<file path="config.mk">
export PLATFORM = sky130hd
export DESIGN_NAME = softmax_seq_ctrl
export DESIGN_NICKNAME = d
export VERILOG_FILES = /design/src/rtl/softmax_seq_ctrl.sv
export SDC_FILE = /design/constraint.sdc
export NUM_CORES = 1
export LEC_CHECK = 0
export ABC_AREA = 1
export CAP_MARGIN = 30
export CORE_ASPECT_RATIO = 0.6
export CORE_MARGIN = 1
export CORE_UTILIZATION = 55
export DETAILED_ROUTE_END_ITERATION = 8
export PLACE_DENSITY = 0.85
export SYNTH_ARGS = -nofsm -noshare
export SYNTH_HDL_FRONTEND = slang
export SYNTH_SLANG_ARGS = --single-unit
</file>
<file path="constraint.sdc">
create_clock -name clk -period 1.4 [get_ports clk]
set_input_delay 0.14 -clock clk [delete_from_list [all_inputs] [get_ports clk]]
set_output_delay 0.14 -clock clk [all_outputs]
set_load 0.01 [all_outputs]
</file>
<file path="src/rtl/softmax_seq_ctrl.sv">
// Two-pass softmax sequencer: SUM pass (exp + accumulate), then NORM pass
// (exp recompute + divide), with strobes aligned to fixed pipeline latencies.
module softmax_seq_ctrl #(
  parameter int VEC_LEN = 10,
  parameter int ADDR_W  = 4,
  parameter int EXP_LAT = 23,
  parameter int DIV_LAT = 23
) (
  input  logic              clk,
  input  logic              reset,
  input  logic              start,
  input  logic              hold,
  output logic              pipe_en,
  output logic              busy,
  output logic              done,
  output logic              phase,
  output logic              rd_en,
  output logic [ADDR_W-1:0] rd_addr,
  output logic              acc_clr,
  output logic              acc_en,
  output logic              sum_ld,
  output logic              wr_en,
  output logic [ADDR_W-1:0] wr_addr,
  output logic [2:0]        dbg_state
);

  // Host handshake: start is a level sampled only in IDLE on an edge with
  // hold=0; done is a one-cycle pulse in the first IDLE cycle after the last
  // write. A start seen in that done cycle launches the next vector at once.

  localparam int ND   = EXP_LAT + DIV_LAT;
  localparam int DC_W = $clog2(ND + 1);
  localparam logic [ADDR_W-1:0] N_LAST     = ADDR_W'(VEC_LEN - 1);
  localparam logic [DC_W-1:0]   SUM_LD_CNT = DC_W'(EXP_LAT);
  localparam logic [DC_W-1:0]   NORM_LAST  = DC_W'(ND - 1);

  typedef enum logic [2:0] {
    S_IDLE       = 3'd0,
    S_SUM        = 3'd1,
    S_DRAIN_SUM  = 3'd2,
    S_NORM       = 3'd3,
    S_DRAIN_NORM = 3'd4
  } state_t;

  state_t            state, state_n;
  logic [ADDR_W-1:0] cnt, cnt_n;
  logic [DC_W-1:0]   dcnt, dcnt_n;
  logic              done_r, done_n;

  // Delay lines: bit/word 0 of each *_shift is the current-cycle input,
  // the top entry is the fully delayed output.
  logic [EXP_LAT-1:0]             acc_dly;
  logic [EXP_LAT:0]               acc_shift;
  logic [ND-1:0]                  wr_dly;
  logic [ND:0]                    wr_shift;
  logic [ND-1:0][ADDR_W-1:0]      addr_dly;
  logic [ND:0][ADDR_W-1:0]        addr_shift;

  assign acc_shift  = {acc_dly, (state == S_SUM)};
  assign wr_shift   = {wr_dly, (state == S_NORM)};
  assign addr_shift = {addr_dly, cnt};

  always_ff @(posedge clk or negedge reset) begin
    if (!reset) begin
      state    <= S_IDLE;
      cnt      <= '0;
      dcnt     <= '0;
      done_r   <= 1'b0;
      acc_dly  <= '0;
      wr_dly   <= '0;
      addr_dly <= '0;
    end else if (!hold) begin
      state    <= state_n;
      cnt      <= cnt_n;
      dcnt     <= dcnt_n;
      done_r   <= done_n;
      acc_dly  <= acc_shift[EXP_LAT-1:0];
      wr_dly   <= wr_shift[ND-1:0];
      addr_dly <= addr_shift[ND-1:0];
    end
  end

  always_comb begin
    state_n = state;
    cnt_n   = cnt;
    dcnt_n  = dcnt;
    done_n  = 1'b0;
    case (state)
      S_IDLE: begin
        if (start) begin
          state_n = S_SUM;
          cnt_n   = '0;
        end
      end
      S_SUM: begin
        if (cnt == N_LAST) begin
          state_n = S_DRAIN_SUM;
          cnt_n   = '0;
          dcnt_n  = '0;
        end else begin
          cnt_n = cnt + 1'b1;
        end
      end
      // Wait for the last exp result to be accumulated, then latch the sum.
      S_DRAIN_SUM: begin
        if (dcnt == SUM_LD_CNT) begin
          state_n = S_NORM;
          cnt_n   = '0;
        end else begin
          dcnt_n = dcnt + 1'b1;
        end
      end
      S_NORM: begin
        if (cnt == N_LAST) begin
          state_n = S_DRAIN_NORM;
          cnt_n   = '0;
          dcnt_n  = '0;
        end else begin
          cnt_n = cnt + 1'b1;
        end
      end
      S_DRAIN_NORM: begin
        if (dcnt == NORM_LAST) begin
          state_n = S_IDLE;
          done_n  = 1'b1;
        end else begin
          dcnt_n = dcnt + 1'b1;
        end
      end
      default: state_n = S_IDLE;
    endcase
  end

  // Strobes are masked by hold; levels and addresses simply hold their value.
  assign pipe_en   = ~hold;
  assign busy      = (state != S_IDLE);
  assign phase     = (state == S_NORM) || (state == S_DRAIN_NORM);
  assign rd_en     = ((state == S_SUM) || (state == S_NORM)) && !hold;
  assign rd_addr   = cnt;
  assign acc_clr   = (state == S_SUM) && (cnt == '0) && !hold;
  assign acc_en    = acc_shift[EXP_LAT] && !hold;
  assign sum_ld    = (state == S_DRAIN_SUM) && (dcnt == SUM_LD_CNT) && !hold;
  assign wr_en     = wr_shift[ND] && !hold;
  assign wr_addr   = addr_shift[ND];
  assign done      = done_r && !hold;
  assign dbg_state = state;

endmodule

</file>
==> results of run 1 <==
## power breakdown
part	switching [mW]	leakage [nW]	internal (mW)
sequential	0.654	3.58	9.07
combinational	2.32	2.03	1.55
clock	2.77	0.370	3.69
## registers in the layout, summed over array words and instances (netlist names)
name	count
dbg_state	3
acc_dly	23
dcnt	6
done_r	1
rd_addr	4
addr_dly	180
wr_dly	46
wr_addr	4
## worst reg2reg max path: stages (launching register included)
cell	delay, ps
dfrtp_2	440
buf_4	150
buf_4	130
nand3_1	120
buf_4	140
inv_2	50
nand3_2	80
nand2_2	70
nor2_4	170
nand2_1	100
nand2_2	90
## cells in the final DEF, fill, tap and decap left out, types with 8 or more instances in the layout
| cell type | Yosys | routed |
|---|---|---|
| dfrtp_1 | 267 | 266 |
| o21ai_0 | 193 | 192 |
| nor2_1 | 19 | 16 |
| buf_4 | 5 | 45 |
| buf_2 | 36 | 9 |
| clkbuf_16 | 0 | 25 |
| inv_2 | 6 | 8 |
| inv_1 | 112 | 109 |
| nand2_2 | 6 | 11 |
| nand2_1 | 423 | 415 |
| buf_12 | 0 | 10 |
| nand3_1 | 12 | 10 |
## area by class of cell
cell class | count | share of cell area [%]
sequential | 267 | 55.7
multi-input combinational | 680 | 25.3
timing repair buffer | 83 | 6.40
clock buffer | 33 | 5.55
inverter | 118 | 3.73
tap | 240 | 2.50
clock inverter | 6 | 0.761
## timing repair
action,4_1_cts,5_1_grt
hold buffers,1,0
pin swaps,9,13
endpoints found under the setup margin,32,24
gates resized for setup,74,19
buffers inserted,5,4
hold endpoints to repair,267,0
## logic make-up (layout without fill, tap and decap cells)
logic type | after synthesis | count (layout)
compound gates | 200 | 200
fa+ha+maj | 5 | 5
xor+xnor | 2 | 2
simple gates | 473 | 473
buf+inv | 178 | 240
flops | 267 | 267
## how the worst min path moves through the flow
stage | startpoint | slack (ps) | depth (start not counted) | end
floorplan | reset | -160 | 0 | acc_dly[0]
global placement | reset | 70 | 1 | addr_dly[158]
detailed placement | reset | 70 | 1 | addr_dly[166]
CTS | hold | 10 | 3 | addr_dly[2]
global route | hold | 30 | 3 | addr_dly[2]
finish | hold | 20 | 3 | addr_dly[2]
## routing by layer
| metal | track usage (%) | routed length, µm |
|---|---|---|
| met3 | 3.69 | 735 |
| met2 | 34.8 | 9550 |
| met1 | 30.0 | 9040 |
| met4 | 5.76 | 397 |
| met5 | 0 | 0 |
==> impl_results.md, run 1 <==
- Compound-cell area share of the yosys netlist: 9.66%
- Routed vias: 7313
- Crit-path max FO: 3
- Clk sink count: 267
- Top-count cell post-synth: nand2_1
- WL per Instance: 13.8 µm
- Post-synth top cells: nand2_1, dfrtp_1, o21ai_0
- Violated checks: design-rule violations, negative setup slack
- RSZ-0062 raised after global routing: true
- Placed Area: 11100 µm²
- Crit path from: dcnt[4]
- Hold Crit Class: in -> reg
- Largest family of logic cells by synthesized area: simple AND/OR/NAND/NOR gates
- DRT Wirelength: 19700 µm
- Cell repeated most along the worst path: nor2_1
- Adder-cell share of the synthesized area: 0.604%
- Period utilization: 131%
- Worst setup path class: reg -> out
- Crit. End Element: output pin
- Critical path's slowest cell: dfrtp_1
- Simple-gate share of the synthesized area: 18.0%
- Syn nets: 1134
- # DRC: 2
- Seq/Total Area, Yosys: 64.5%
- Cell area after synthesis: 10400 µm²
- Worst Skew: 15.9 ps
- Core area: 18300 µm²
- Area leader, netlist: dfrtp_1
- Initial antenna violation count: 0
- Share of cells above drive strength 1: 12.3%
- FFs w/ async S/R, synth: 100%
- Vias in the first global route: 7123
- Tightest Pin Transition: 448 ps
- First-pass DRT Iterations: 7
- Die area: 19400 µm²
- TritonCTS clock tree: done
- Worst-path clk slew: 70 ps
- MaxCap Viol Count: 0
- Relative slew slack: 70.1%
- Yosys reg bits: 267
- H-tree levels: 1
- Post-synthesis cell type count: 23
- Largest net degree at the start of global routing: 100
- Register area: 6680 µm²
- Crit path DAT: 1690 ps
- Worst stage delay on the critical path: 370 ps
- Overall Power: 20.1 mW
- Detailed placement HPWL: 11700 µm
- Post-route cell area: 12000 µm²
- IO Count: 24
- Inst Count DP: 1379
- CP required: 1260 ps
- Fin util: 65.7%
- Worst Hold Slack: 17.8 ps
- Ranking of synthesized cells by area: dfrtp_1, nand2_1, o21ai_0
- Buffers on Ports: 23
- Worst reg2reg endpoint: dcnt[1]
- Fin. Hold Viols: 0
- Initial Utilization: 56.8%
- WP depth: 5
- Crit path cell chain: inv_1, nor2_1, nand3_4, nor2_1, buf_2
- Fmax: 546 MHz
- Worst setup path end: sum_ld
- Peak VDD IR: 0.00114 V
- First-pass GRT wire length: 33300 µm
- Total CTS buffers: 24
- R2R Setup Slk: -190 ps
- Worst r2r path cells: 10
- Top_reg_cell synth: dfrtp_1
- Iteration-0 DRC count of the detailed router: 610
- Vias/cell: 5.12
- EDFF count, synth: 0
- Detail Route Antenna Nets: 0
- CP Launch Type: flop
- Final setup margin: -431 ps
- Final Max Slew Viols: 0
- Pwr/cell area: 1670 nW/µm²
- Chip height: 108 µm
- Placer congestion estimate: 0.835
- Synth Area in XOR/XNOR: 0.169%
- YS warnings: 0
- CTS max path bufs: 3
- Finished Layout Cells: 1427
- Cells after Synth: 1125
- Placement Setup Slack: -261 ps
- Syn-to-layout area delta: 15.7%
- Number of setup violations in the final report: 20
- Multi-input logic area: 3040 µm²
- Static leakage: 5.99 nW
- # fillers: 1345
- Worst path bufs/invs: 2
- Nets@finish: 1183
- Die W: 179 µm
- Root buf cell: clkbuf_16
- Crit Reg-Reg Startpoint: dbg_state[2]
- Status: complete, but fails checks
- Share of the synthesized area in the top cell type: 64.5%
- Ant diodes: 0
- Num rows: 38
- TNS Setup: -3480 ps
- Crit path time final: 1830 ps
- Total track usage: 21.4%
- Clock Latency Late Sink: 510 ps
- CP delay by family, top: simple AND/OR/NAND/NOR gates
- Total grt overflow: 0
- Mux cell area share after synthesis: 0%
- Avg Cell Area, Syn: 9.21 µm²
Note: power is estimated with default switching activity, not from simulation.
==> run 2: changes to the inputs <==
CORE_UTILIZATION = 35   (was 55)
CTS_CLUSTER_SIZE = 24   (was default)
PLACE_DENSITY = 0.62   (was 0.85)
==> run 2 against run 1 <==
  * The run ends with negative setup slack left
  * Sequential share of layout area decreased by 2.0 points
  * Sequential power is 0.6% lower
  * Worst setup slack better by 52 ps
  * Register-to-register slack got worse by 100 ps
  * Non-clock buffer count is 8 higher
  * Clock skew down 7.9 ps
==> impl_results.md, run 2 (synthesis gave the netlist of run 1 again) <==
- Detailed placement HPWL: 10700 µm (-8.9%)
- Fin util: 43.0% (-23 points)
- H-tree levels: 1 (unchanged)
- Sw frac: 27.9% (-0.76 points)
- Fmax: 562 MHz (+3.0%)
- Largest register FFs: 180 (unchanged)
- RSZ-0062 raised after global routing: true
- Detail Route Antenna Nets: 0 (unchanged)
- Placed Area: 11300 µm² (+1.8%)
- Worst Hold Slack: 27.3 ps (+9.48 ps)
- TritonCTS clock tree: done
- Post-route cell area: 12500 µm² (+3.8%)
- Crit. End Element: output pin
- Overall Power: 21.0 mW (+4.8%)
- Crit path DAT: 1640 ps (-50 ps)
- Vias/cell: 4.36 (-15%)
- Commonest non-fill, non-tap cell in the layout: nand2_1
- Violated checks: negative setup slack
- Initial Utilization: 35.8% (-21 points)
- Clock Latency Late Sink: 530 ps (+20 ps)
- # DRC: 0 (-2)
- First-pass GRT wire length: 32200 µm (-3.5%)
- Clk sink count: 267 (unchanged)
- First-pass DRT Iterations: 4 (-3)
- Top reg by flops: addr_dly
- Relative slew slack: 75.6% (+5.5 points)
- Final setup margin: -378 ps (+52.5 ps)
- Total CTS buffers: 25 (+4.2%)
- Hold Crit Class: in -> reg
- Worst Skew: 7.95 ps (-7.92 ps)
- Largest regs: addr_dly: 180 flops, wr_dly: 46 flops, acc_dly: 23 flops
- Core area: 28900 µm² (+59%)
- Most frequent cells in the layout: nand2_1, dfrtp_1, o21ai_0, inv_1, buf_4
- Total grt overflow: 0 (unchanged)
- Nets@finish: 1192 (+0.76%)
- Routed vias: 6985 (-4.5%)
- Iteration-0 DRC count of the detailed router: 557 (-8.7%)
- CP required: 1260 ps (about the same)
- Buffers on Ports: 23 (unchanged)
- Largest net degree at the start of global routing: 93 (-7.0%)
- Die W: 224 µm (+25%)
- Final Max Slew Viols: 0 (unchanged)
- Critical path's slowest cell: dfrtp_1
- IO Count: 24 (unchanged)
- Worst-path clk slew: 70 ps (about the same)
- Fin. Hold Viols: 0 (unchanged)
- Clock share of power: 34.1% (+1.9 points)
- Worst setup path class: reg -> out
- Crit path time final: 1780 ps (-52.5 ps)
- Worst path bufs/invs: 3 (+1)
- Share of cells above drive strength 1: 14.8% (+2.5 points)
- Peak VDD IR: 0.000793 V (-30%)
- Crit path cell chain: buf_6, nor2_4, nand2_2, inv_2, nand3_4, nor2_1, buf_2
- Inst Count DP: 1537 (+11%)
- CTS max path bufs: 3 (unchanged)
- Worst stage delay on the critical path: 400 ps (+30 ps)
- MaxCap Viol Count: 0 (unchanged)
- Syn-to-layout area delta: 20.2%
- Static leakage: 6.09 nW (+1.7%)
- DRT Wirelength: 18400 µm (-6.6%)
- Reg power frac: 46.0% (-2.5 points)
- Ant diodes: 0 (unchanged)
- Total track usage: 12.7% (-8.7 points)
- CP delay by family, top: flip-flops
- Comb pwr share: 19.9% (+0.6 points)
- Pwr/cell area: 1690 nW/µm² (+0.89%)
- Initial antenna violation count: 0 (unchanged)
- Number of setup violations in the final report: 20 (unchanged)
- Psw: 5.86 mW (+2.0%)
- Placer congestion estimate: 0.728 (-13%)
- Crit-path max FO: 2 (-1)
- Chip height: 135 µm (+25%)
- Root buf cell: clkbuf_16
- Period utilization: 127% (-3.7 points)
- Die area: 30300 µm² (+56%)
- Status: complete, but fails checks
- Vias in the first global route: 6676 (-6.3%)
- CP Launch Type: flop
- WL per Instance: 11.5 µm (-17%)
- Tightest Pin Transition: 366 ps (-82.5 ps)
- Cell Int Power: 15.2 mW (+5.9%)
- Finished Layout Cells: 1602 (+12%)
- Num rows: 48 (+26%)
==> run 2: cell type report <==
cell class	instances	area, µm²
Clock buffer	36	747
Tap cell	400	500
Clock inverter	10	134
Timing Repair Buffer	91	865
Sequential cell	267	6680
Fill cell	2816	16500
Multi-Input combinational cell	680	3070
Inverter	118	455
==> run 2: per-layer routing <==
layer / vias up / track usage [%] / part of all wire [%]
met3: 29 / 3.01 / 3.8
met1: 3302 / 18.1 / 52
met5: - / 0 / 0
met2: 66 / 19.6 / 43
met4: 0 / 2.82 / 1.6
li1: 3588 / - / -
==> run 2: stage by stage <==
step / setup slack (ps) / setup TNS (ps)
floorplan: 42.1 / 0
global placement: -273 / -710
detailed placement: -295 / -935
CTS: -356 / -2420
global route: -428 / -5690
finish: -378 / -4450
==> run 2: timing repair <==
item | in CTS | in global routing
setup endpoints to repair | 30 | 25
hold buffers | 2 | 0
pin swaps | 17 | 10
buffers inserted | 12 | 9
resized for setup | 98 | 23
hold endpoints to repair | 272 | 0
==> run 2: final timing paths <==
check                                end  cells past startpoint  slack, ps    startpoint
setup / recovery                  sum_ld                      7       -380  dbg_state[0]
hold / removal               addr_dly[2]                      4         30          hold
setup reg to reg            dbg_state[1]                     12       -290  dbg_state[0]
hold reg to reg              acc_dly[10]                      2        470    acc_dly[9]
max in group asynchronous    acc_dly[12]                      3        680         reset
min in group asynchronous  addr_dly[140]                      2        100         reset
==> run 2: worst reg2reg max path, cell delays in order (launching register included) <==
cell and delay, ps:
dfrtp_1 380, buf_6 120, nor2_4 40, buf_4 130, buf_6 100, buf_6 110
buf_4 120, nand3b_1 100, nand2_2 80, inv_4 100, nand4_1 160, nand2_1 100
nand2_1 50
==> run 2: power groups by stage <==
stage	Sequential (mW)	Clock, mW	Combinational [mW]
after floorplan	9.76	0	2.04
after global placement	9.77	0	3.56
after detailed placement	9.81	0	3.65
after CTS	9.67	7.36	3.94
after global routing	9.82	7.70	4.74
final	9.66	7.17	4.19
